[config.mk]
export PLATFORM = sky130hd
export DESIGN_NAME = pic_command_registers
export DESIGN_NICKNAME = d
export VERILOG_FILES = /design/src/rtl/pic_command_registers.sv
export SDC_FILE = /design/constraint.sdc
export NUM_CORES = 1
export LEC_CHECK = 0
export ABC_CLOCK_PERIOD_IN_PS = 1500
export BUFFER_PORTS_ARGS = -buffer_cell sky130_fd_sc_hd__buf_2
export CORE_ASPECT_RATIO = 2
export CORE_MARGIN = 5
export CORE_UTILIZATION = 35
export DETAILED_ROUTE_END_ITERATION = 6
export HOLD_SLACK_MARGIN = 0.06
export PLACE_DENSITY = 0.66
export SYNTH_ARGS = -nofsm -noshare
export SYNTH_HDL_FRONTEND = slang
export SYNTH_SLANG_ARGS = --single-unit
[constraint.sdc]
create_clock -name clk -period 1.5 [get_ports clk]
set_clock_uncertainty 0.15 [all_clocks]
set_input_delay 0.15 -clock clk [delete_from_list [all_inputs] [get_ports clk]]
set_output_delay 0.15 -clock clk [all_outputs]
set_load 0.02 [all_outputs]
[src/rtl/pic_command_registers.sv]
// Purpose: 8259 ICW/OCW command register stage: runs the init sequence, holds config, emits command pulses.
// Latency: a strobe rising edge takes effect at the next clk edge; pulses are high for the one cycle after it.
// Backpressure: none; every write strobe edge is accepted, and writes that arrive in the wrong state are dropped.
//
// Ports:
//   clk, reset (sync, active-low)        clock / reset
//   internal_bus[7:0]                    data byte from the control bus
//   write_ICW_1 .. write_OCW3            level write strobes (acted on at rising edge)
//   read, A1, irr_in, isr_in             CPU read qualifiers and read-back sources
//   init_done, ltim, sngl, ic4, aeoi     init status / latched ICW bits
//   vector_base[4:0], mask[7:0]          ICW2[7:3] and OCW1 mask
//   special_mask, read_isr, rotate_aeoi  OCW-derived mode flags
//   eoi_ns/eoi_sp/set_prio/poll_pulse    one-cycle commands; cmd_level[2:0] qualifies them
//   read_data[7:0]                       combinational read-back byte (00 when not reading)
module pic_command_registers (
  input  logic       clk,
  input  logic       reset,
  input  logic [7:0] internal_bus,
  input  logic       write_ICW_1,
  input  logic       write_ICW2,
  input  logic       write_ICW4,
  input  logic       write_OCW1,
  input  logic       write_OCW2,
  input  logic       write_OCW3,
  input  logic       read,
  input  logic       A1,
  input  logic [7:0] irr_in,
  input  logic [7:0] isr_in,
  output logic       init_done,
  output logic       ltim,
  output logic       sngl,
  output logic       ic4,
  output logic       aeoi,
  output logic [4:0] vector_base,
  output logic [7:0] mask,
  output logic       special_mask,
  output logic       read_isr,
  output logic       rotate_aeoi,
  output logic       eoi_ns_pulse,
  output logic       eoi_sp_pulse,
  output logic       set_prio_pulse,
  output logic       poll_pulse,
  output logic [2:0] cmd_level,
  output logic [7:0] read_data
);

  typedef enum logic [1:0] {
    UNINIT    = 2'd0,
    WAIT_ICW2 = 2'd1,
    WAIT_ICW4 = 2'd2,
    READY     = 2'd3
  } state_t;

  state_t     state_q, state_d;

  // Strobe history, order: ICW1, ICW2, ICW4, OCW1, OCW2, OCW3
  logic [5:0] prev_q, prev_d;
  logic [5:0] strobes;
  logic [5:0] edges;

  logic       ltim_q, ltim_d;
  logic       sngl_q, sngl_d;
  logic       ic4_q, ic4_d;
  logic       aeoi_q, aeoi_d;
  logic [4:0] vector_base_q, vector_base_d;
  logic [7:0] mask_q, mask_d;
  logic       special_mask_q, special_mask_d;
  logic       read_isr_q, read_isr_d;
  logic       rotate_aeoi_q, rotate_aeoi_d;
  logic       eoi_ns_q, eoi_ns_d;
  logic       eoi_sp_q, eoi_sp_d;
  logic       set_prio_q, set_prio_d;
  logic       poll_q, poll_d;
  logic [2:0] cmd_level_q, cmd_level_d;

  assign strobes = {write_OCW3, write_OCW2, write_OCW1, write_ICW4, write_ICW2, write_ICW_1};
  assign edges   = strobes & ~prev_q;

  always_comb begin
    state_d        = state_q;
    prev_d         = strobes;
    ltim_d         = ltim_q;
    sngl_d         = sngl_q;
    ic4_d          = ic4_q;
    aeoi_d         = aeoi_q;
    vector_base_d  = vector_base_q;
    mask_d         = mask_q;
    special_mask_d = special_mask_q;
    read_isr_d     = read_isr_q;
    rotate_aeoi_d  = rotate_aeoi_q;
    eoi_ns_d       = 1'b0;
    eoi_sp_d       = 1'b0;
    set_prio_d     = 1'b0;
    poll_d         = 1'b0;
    cmd_level_d    = cmd_level_q;

    if (edges[0]) begin
      // ICW1 restarts initialization and wins over any other strobe this cycle
      ltim_d         = internal_bus[3];
      sngl_d         = internal_bus[1];
      ic4_d          = internal_bus[0];
      mask_d         = 8'h00;
      special_mask_d = 1'b0;
      read_isr_d     = 1'b0;
      rotate_aeoi_d  = 1'b0;
      aeoi_d         = 1'b0;
      state_d        = WAIT_ICW2;
    end else begin
      unique case (state_q)
        WAIT_ICW2: begin
          if (edges[1]) begin
            vector_base_d = internal_bus[7:3];
            state_d       = ic4_q ? WAIT_ICW4 : READY;
          end
        end
        WAIT_ICW4: begin
          if (edges[2]) begin
            aeoi_d  = internal_bus[1];
            state_d = READY;
          end
        end
        READY: begin
          if (edges[3]) begin
            mask_d = internal_bus;
          end
          if (edges[4]) begin
            // Decoded on R, SL, EOI
            unique case (internal_bus[7:5])
              3'b001, 3'b101: eoi_ns_d = 1'b1;
              3'b011, 3'b111: begin
                eoi_sp_d    = 1'b1;
                cmd_level_d = internal_bus[2:0];
              end
              3'b110: begin
                set_prio_d  = 1'b1;
                cmd_level_d = internal_bus[2:0];
              end
              3'b100: rotate_aeoi_d = 1'b1;
              3'b000: rotate_aeoi_d = 1'b0;
              default: ;
            endcase
          end
          if (edges[5]) begin
            if (internal_bus[6]) special_mask_d = internal_bus[5];
            if (internal_bus[1]) read_isr_d     = internal_bus[0];
            if (internal_bus[2]) poll_d         = 1'b1;
          end
        end
        default: ;
      endcase
    end
  end

  always_ff @(posedge clk) begin
    if (!reset) begin
      state_q        <= UNINIT;
      prev_q         <= 6'b0;
      ltim_q         <= 1'b0;
      sngl_q         <= 1'b0;
      ic4_q          <= 1'b0;
      aeoi_q         <= 1'b0;
      vector_base_q  <= 5'b0;
      mask_q         <= 8'h00;
      special_mask_q <= 1'b0;
      read_isr_q     <= 1'b0;
      rotate_aeoi_q  <= 1'b0;
      eoi_ns_q       <= 1'b0;
      eoi_sp_q       <= 1'b0;
      set_prio_q     <= 1'b0;
      poll_q         <= 1'b0;
      cmd_level_q    <= 3'b0;
    end else begin
      state_q        <= state_d;
      prev_q         <= prev_d;
      ltim_q         <= ltim_d;
      sngl_q         <= sngl_d;
      ic4_q          <= ic4_d;
      aeoi_q         <= aeoi_d;
      vector_base_q  <= vector_base_d;
      mask_q         <= mask_d;
      special_mask_q <= special_mask_d;
      read_isr_q     <= read_isr_d;
      rotate_aeoi_q  <= rotate_aeoi_d;
      eoi_ns_q       <= eoi_ns_d;
      eoi_sp_q       <= eoi_sp_d;
      set_prio_q     <= set_prio_d;
      poll_q         <= poll_d;
      cmd_level_q    <= cmd_level_d;
    end
  end

  assign init_done      = (state_q == READY);
  assign ltim           = ltim_q;
  assign sngl           = sngl_q;
  assign ic4            = ic4_q;
  assign aeoi           = aeoi_q;
  assign vector_base    = vector_base_q;
  assign mask           = mask_q;
  assign special_mask   = special_mask_q;
  assign read_isr       = read_isr_q;
  assign rotate_aeoi    = rotate_aeoi_q;
  assign eoi_ns_pulse   = eoi_ns_q;
  assign eoi_sp_pulse   = eoi_sp_q;
  assign set_prio_pulse = set_prio_q;
  assign poll_pulse     = poll_q;
  assign cmd_level      = cmd_level_q;

  always_comb begin
    read_data = 8'h00;
    if (read) begin
      if (A1)            read_data = mask_q;
      else if (read_isr_q) read_data = isr_in;
      else               read_data = irr_in;
    end
  end

endmodule

# --- Yosys cells after proc, flatten, opt, wreduce, memory -nomap -nowiden ---
# Cells that the tools add are included.
totals:
  reg_bits: 35
  out_inout_bits: 36
  word_cells: 69
classes:
  n_eq_ne: 13
  muxes: 13
  n_bitwise: 7
  n_reduce_logical: 19
op_table:
  columns: ["cell", "count"]
  rows:
  - ["two-way mux 8 bit", 3]
  - ["AND reduction 3 bit", 6]
  - ["== test 3 bit (second input constant)", 4]
  - ["OR reduction 4 bit", 2]
  - ["bitwise AND 6 bit", 1]
  - ["two-way mux 1 bit", 6]
  - ["!= test 3 bit (second input constant)", 2]
  - ["inverter 6 bit", 1]
  - ["OR reduction 2 bit", 3]
  - ["inverter 1 bit", 5]
  - ["== test 2 bit (second input constant)", 2]
  - ["two-way mux 2 bit", 2]
  - ["!= test 2 bit (second input constant)", 2]
  - ["one-hot mux 2 bit (2 select lines)", 1]
  - ["AND reduction 2 bit", 2]
  - ["AND reduction 4 bit", 1]
  - ["nonzero test 2 bit", 2]
  - ["== test 3 x 1 -> 1 bit (second input constant)", 1]
  - ["== test 3 x 2 -> 1 bit (second input constant)", 1]
  - ["logical NOT 3 bit", 1]
  - ["nonzero test 3 bit", 1]
  - ["OR reduction 3 bit", 1]
  - ["== test 2 x 1 -> 1 bit (second input constant)", 1]
  - ["one-hot mux 1 bit (2 select lines)", 1]

# --- Depth between registers and ports, before layout ---
# Gate-level depths: netlist of run 1.
logic_depth:
  ltp_word: 5
  depth_mapped: 5
  mapped_depth_nobuf: 3

# --- Least setup slack after synthesis of run 1 ---
# No wires, ideal clock.
synth_path:
  kind: "reg2out"
  from: "register read_isr_q, in the netlist read_isr"
  to: "output read_data[0]"
  arrival_time_ps: 1153
  required_ps: 1200
  slack_ps: 47
  path_stages_with_launch: 5
  n_path_buf: 1
  cell_sequence: "dfxtp_1 buf_2 mux2i_1 o21ai_0 and2_1"
synth_between:
  elab_chain_len: 3
synth_lines:
  columns: ["item", "line", "text"]
  rows:
  - ["start: declaration", "68", "logic read_isr_q, read_isr_d;"]
  - ["start signal: assignment", "182", "read_isr_q <= read_isr_d;"]
  - ["two-way mux 8 bit", "212", "else if (read_isr_q) read_data = isr_in;"]
  - ["two-way mux 8 bit", "211", "if (A1) read_data = mask_q;"]
  - ["two-way mux 8 bit", "210", "if (read) begin"]
  - ["end: declaration", "44", "output logic [7:0] read_data"]
# Every way passes these cells.

# --- Worst setup path in the final report of run 1 ---
layout_path:
  from: "register read_isr_q, in the netlist read_isr"
  to: "output read_data[4]"
# Same word-level chain as after synthesis.

==> impl_results.md, run 1 <==
- Simple-gate portion of the synthesized area: 29.3%
- Initial DRT Pass Iterations: 4
- DR WL/cell: 13.7 um
- Post-synthesis adder-cell area fraction: 0%
- Mux cell area share after synthesis: 7.64%
- Seq/Total Area, Yosys: 44.6%
- Core Footprint: 4340 sq um
- Die Y: 105 um
- CP max-delay cell: dfxtp_2
- Final hold violation count: 0
- Share of cells above drive strength 1: 34.3%
- Commonest non-fill, non-tap cell in the layout: buf_2
- Post-Syn Instances: 180
- Slew Limit Fails: 0
- Cell family with most CP delay: flip-flops
- Worst setup margin: -0.117 ns
- CTS Buf Count: 5
- FMAX: 0.618 GHz
- Mapped Area: 1570 sq um
- Vias in the first global route: 1576
- Multi-input logic area: 801 sq um
- Failing checks: setup timing
- MaxCap Viol Count: 0
- Initial antenna violation count: 0
- WL final: 4.41 mm
- Avg Inst Size Synth: 8.74 sq um
- Via count: 1585
- Syn. warnings: 0
- Final core occ: 52.2%
- Crit path required time: 1.20 ns
- Least-Margin Pin Slew: 0.286 ns
- Largest family of logic cells by synthesized area: simple AND/OR/NAND/NOR gates
- TritonCTS clock tree: built
- I/O pin count: 70
- Syn Nets: 214
- Gp weighted congestion: 0.791
- Root Buffer Master: clkbuf_8
- Area Overhead vs Synth: 44.0%
- Fin crit share: 108%
- RSZ-0062 raised after global routing: true
- Hold/Removal Path Class: primary input to register
- Final #Nets: 301
- Leakage Power: 0.00103 uW
- Number of nets with antenna violations after routing: 0
- Largest net degree at the start of global routing: 17
- Max FO, Critical Path: 9
- Final Critical Period: 1.62 ns
- Peak supply drop: 0.000924 V
- WP buf/inv: 2
- Via-per-instance ratio: 4.92
- Fillers: 446
- DRC viols: 0
- Initial core utilization: 36.2%
- Compound-cell area share of the yosys netlist: 13.8%
- Setup violators final: 8
- Crit path largest cell delay: 0.34 ns
- Status: finished with violations
- Total GRT Usage: 15.5%
- XOR/XNOR Fraction of Synth Area: 0%
- Register area: 707 sq um
- Initial drt markers: 15
- Post-DP HPWL: 3.45 mm
- WS Path Type: register to primary output
- Yosys cell types: 28
- Slew HR: 80.7%
- Port Buffers: 69
- Clock sinks: 35
- Final antenna diode count: 0
- Crit path DAT: 1.32 ns
- Clock Path Buffers: 2
- Element type at the critical path end: primary output
- Pwr Density: 857 nW/um^2
- Die width: 57.4 um
- Crit-path cells: buf_12, mux2i_1, o21ai_0, and2_1, buf_2
- Sum Neg Setup Slack: -0.847 ns
- FP Rows: 34
- Startpoint types: register
- CTS H-Tree Depth: 2
- Area of the die: 6020 sq um
- First-pass GRT wire length: 7.24 mm
- Worst-skew pair later-pin latency: 0.28 ns
- Clk slew on worst S/H paths: 0.07 ns
- #FFs+latches synth: 35
- Most frequent cells in the layout: buf_2 (65), nand2_1 (37), dfxtp_1 (32)
- Grt ovf: 0
report_power, final:
group | leakage (uW) | total, uW | internal (uW) | switching (uW)
sequential | 0.000286 | 967 | 950 | 16.9
clock | 0.0000515 | 728 | 418 | 309
combinational | 0.000692 | 247 | 116 | 131
total | 0.00103 | 1940 | 1480 | 458
stage by stage:
step                      std cells  hold slack [ns]  cell area (sq um)  total power [uW]  setup slack (ns)
after floorplan                 180           0.0787               1570              1100            0.0465
after global placement          298            0.231               1980              1200             0.106
after detailed placement        298            0.236               1980              1200            0.0270
after CTS                       322            0.205               2240              1960            -0.145
after global routing            322            0.269               2260              2020            -0.204
final                           322            0.232               2260              1940            -0.117
synth_stat cells:
cell / n / area (sq um)
and2b_1: 1 / 7.51
and4b_1: 2 / 20.0
nor4_2: 1 / 12.5
buf_2: 6 / 30.0
nor4_1: 1 / 6.26
nand4_1: 5 / 31.3
buf_4: 3 / 22.5
nor2_1: 2 / 7.51
and4bb_2: 1 / 12.5
and3_1: 1 / 6.26
nor3_4: 1 / 16.3
nand3b_1: 1 / 7.51
and2_1: 16 / 100
nand3_1: 2 / 10.0
nand2b_1: 1 / 6.26
nand2_1: 38 / 143
clkbuf_1: 1 / 3.75
nand4b_4: 1 / 23.8
nand4b_2: 1 / 15.0
dfxtp_1: 35 / 701
inv_1: 5 / 18.8
o31ai_1: 7 / 52.6
nand4b_1: 2 / 17.5
and3b_1: 2 / 17.5
a21oi_1: 20 / 100
a41oi_1: 1 / 8.76
o21ai_0: 11 / 55.1
mux2i_1: 12 / 120
final timing paths:
check,end,slack [ns],startpoint,depth (start not counted)
min reg2reg,sngl$_SDFFE_PN0P_,0.31,sngl$_SDFFE_PN0P_,2
max,read_data[4],-0.12,read_isr$_SDFFE_PP0P_,5
max reg2reg,cmd_level[2]$_SDFFE_PN0P_,0.14,prev_q[0]$_SDFF_PN0_,3
min,ic4$_SDFFE_PN0P_,0.23,write_ICW_1,5
flip-flops by register name (all words and copies together) (netlist names):
register / cells
mask: 8
prev_q: 6
vector_base: 5
cmd_level: 3
state_q: 2
aeoi: 1
eoi_ns_pulse: 1
eoi_sp_pulse: 1
ic4: 1
ltim: 1
poll_pulse: 1
read_isr: 1
rotate_aeoi: 1
set_prio_pulse: 1
sngl: 1
special_mask: 1
cells by family (layout without fill, tap and decap cells):
logic type / count (synthesis) / after routing
mux: 12 / 12
buf+inv: 15 / 103
simple gates: 79 / 79
compound gates: 39 / 39
flops: 35 / 35
timing repair:
item	4_1_cts	5_1_grt
buffers inserted	1	0
pin swaps	0	1
hold buffers	15	0
hold endpoints to repair	30	0
gates resized for setup	2	15
setup endpoints to repair	9	25
routing by layer:
metal	GRT usage, %	up-vias	share of wire, %
li1	-	801	-
met1	13.1	716	32
met2	30.6	57	57
met3	3.70	11	7.4
met4	8.29	0	3.4
met5	0	-	0
worst reg2reg max path: cells and delay by family (launching register included):
family	cells	cell delay, ns
simple gates	2	0.59
mux	1	0.23
flops	1	0.31
final cells by class:
cell class,instances,area share [%]
timing repair buffer,90,25.2
tap,54,2.98
sequential,35,31.2
clock buffer,8,4.42
inverter,5,0.829
multi-input combinational,130,35.4
Note: power is estimated with default switching activity, not from simulation.
==> inputs of run 2 (changes only) <==
Settings changed: CTS_BUF_LIST set to sky130_fd_sc_hd__clkbuf_8 sky130_fd_sc_hd__clkbuf_16, PLACE_DENSITY 0.66 to not set.
==> impl_results.md, run 2 (same netlist as run 1, synthesis figures left out) <==
- Status: finished with violations
- Reg-to-reg startpoint: prev_q[0]$_SDFF_PN0_
- WL final: 4.58 mm
- Reg-to-reg endpoint: cmd_level[2]$_SDFFE_PN0P_
- First-pass GRT wire length: 7.42 mm
- Final Cell Area: 2350 sq um
- MaxCap Viol Count: 0
- Final #Nets: 303
- Final Critical Period: 1.64 ns
- Peak supply drop: 0.000760 V
- Total power: 2090 uW
- Largest net degree at the start of global routing: 17
- Register area: 707 sq um
- Final hold violation count: 0
- Max FO, Critical Path: 5
- Initial antenna violation count: 0
- Most frequent cells in the layout: buf_2 (60), nand2_1 (38), dfxtp_1 (32)
- Worst Hold End: ltim$_SDFFE_PN0P_
- Area Overhead vs Synth: 49.6%
- Gp weighted congestion: 0.752
- Via count: 1596
- Area after DPL: 1980 sq um
- Die Y: 105 um
- Grt ovf: 0
- Worst Hold Depth: 5
- FF-to-FF setup slack: 0.12 ns
- Vias in the first global route: 1592
- WS Path Type: register to primary output
- Multi-input logic area: 797 sq um
- Failing checks: setup timing
- Total GRT Usage: 15.7%
- RSZ-0062 raised after global routing: true
- Fin crit share: 109%
- Hold/Removal Path Class: primary input to register
- Commonest non-fill, non-tap cell in the layout: buf_2
- Clock sinks: 35
- Share of cells above drive strength 1: 34.4%
- FP Rows: 34
- CTS H-Tree Depth: 2
- Port Buffers: 69
- Leakage Power: 0.00106 uW
- Clock Path Buffers: 2
- Initial drt markers: 24
- Initial core utilization: 36.2%
- Final antenna diode count: 0
- Via-per-instance ratio: 4.93
- Clk slew on worst S/H paths: 0.07 ns
- Pwr Density: 887 nW/um^2
- DRC viols: 0
- TritonCTS clock tree: built
- Slew HR: 64.1%
- Number of nets with antenna violations after routing: 0
- Setup violators final: 8
- Fillers: 430
- Area of the die: 6020 sq um
- Crit path DAT: 1.34 ns
- FMAX: 0.610 GHz
- Pre-CTS setup slack: 0.0707 ns
- Core Footprint: 4340 sq um
- Worst setup margin: -0.139 ns
- Initial DRT Pass Iterations: 4
- Worst-skew pair later-pin latency: 0.28 ns
- Crit path required time: 1.20 ns
- Startpoint types: register
- Hold Startpoint: write_ICW_1
- I/O pin count: 70
- CTS Buf Count: 5
- Element type at the critical path end: primary output
- R2r worst-path depth: 3
- DR WL/cell: 14.1 um
- Die width: 57.4 um
- Least-Margin Pin Slew: 0.538 ns
- Slew Limit Fails: 0
- Largest register FFs: 8
- Post-DP HPWL: 3.48 mm
- Root Buffer Master: clkbuf_8
[run 2: critical path, cell delays in order (launching register included)]
cell     delay [ns]
dfxtp_4        0.39
buf_12         0.13
mux2i_1        0.20
o21ai_1        0.07
and2_1         0.15
buf_6          0.13
[run 2: worst max-delay path by stage]
stage	start	to	slack, ns
floorplan	read_isr$_SDFFE_PP0P_	read_data[0]	0.05
global placement	state_q[0]$_SDFFE_PN0P_	cmd_level[2]$_SDFFE_PN0P_	0.10
detailed placement	state_q[0]$_SDFFE_PN0P_	cmd_level[0]$_SDFFE_PN0P_	0.07
CTS	read_isr$_SDFFE_PP0P_	read_data[3]	-0.17
global route	read_isr$_SDFFE_PP0P_	read_data[3]	-0.25
finish	read_isr$_SDFFE_PP0P_	read_data[6]	-0.14
[run 2: cell type report]
class	count	area share, %
clock buffers	6	3.51
clock inverters	2	1.49
multi-input cells	130	33.9
repair buffers	92	27.4
inverters	5	0.798
well taps	54	2.87
flip-flops and latches	35	30.1
[run 2: metrics by stage]
step | utilization [%] | setup TNS (ns) | std cells | hold WS (ns)
after floorplan | - | 0 | 180 | 0.0787
after CTS | 54.0 | -1.16 | 324 | 0.220
after global placement | 45.6 | 0 | 298 | 0.231
after detailed placement | 45.6 | 0 | 298 | 0.236
after global routing | 54.2 | -1.62 | 324 | 0.272
final | 54.2 | -0.977 | 324 | 0.227
[run 2: report_power, final]
group	total [uW]	internal (uW)	switching [uW]	leakage, uW
Clock	867	537	330	0.0000612
Combinational	255	121	134	0.000714
Sequential	965	949	16.1	0.000286
Total	2090	1610	480	0.00106
[run 2: what timing repair did]
| item | CTS | global route |
|---|---|---|
| endpoints found under the hold margin | 32 | 0 |
| pin swaps | 7 | 1 |
| buffers inserted | 2 | 0 |
| resized for setup | 25 | 4 |
| gates cloned | 1 | 0 |
| setup endpoints to repair | 8 | 25 |
| hold buffers | 15 | 0 |
[run 2: per-layer routing]
metal	vias up	track usage, %	part of all wire (%)	wire, um
met3	9	4.20	5.8	264
met2	47	30.7	58	2670
met5	-	0	0	0
met4	0	6.80	2.4	108
li1	810	-	-	-
met1	730	14.1	34	1540
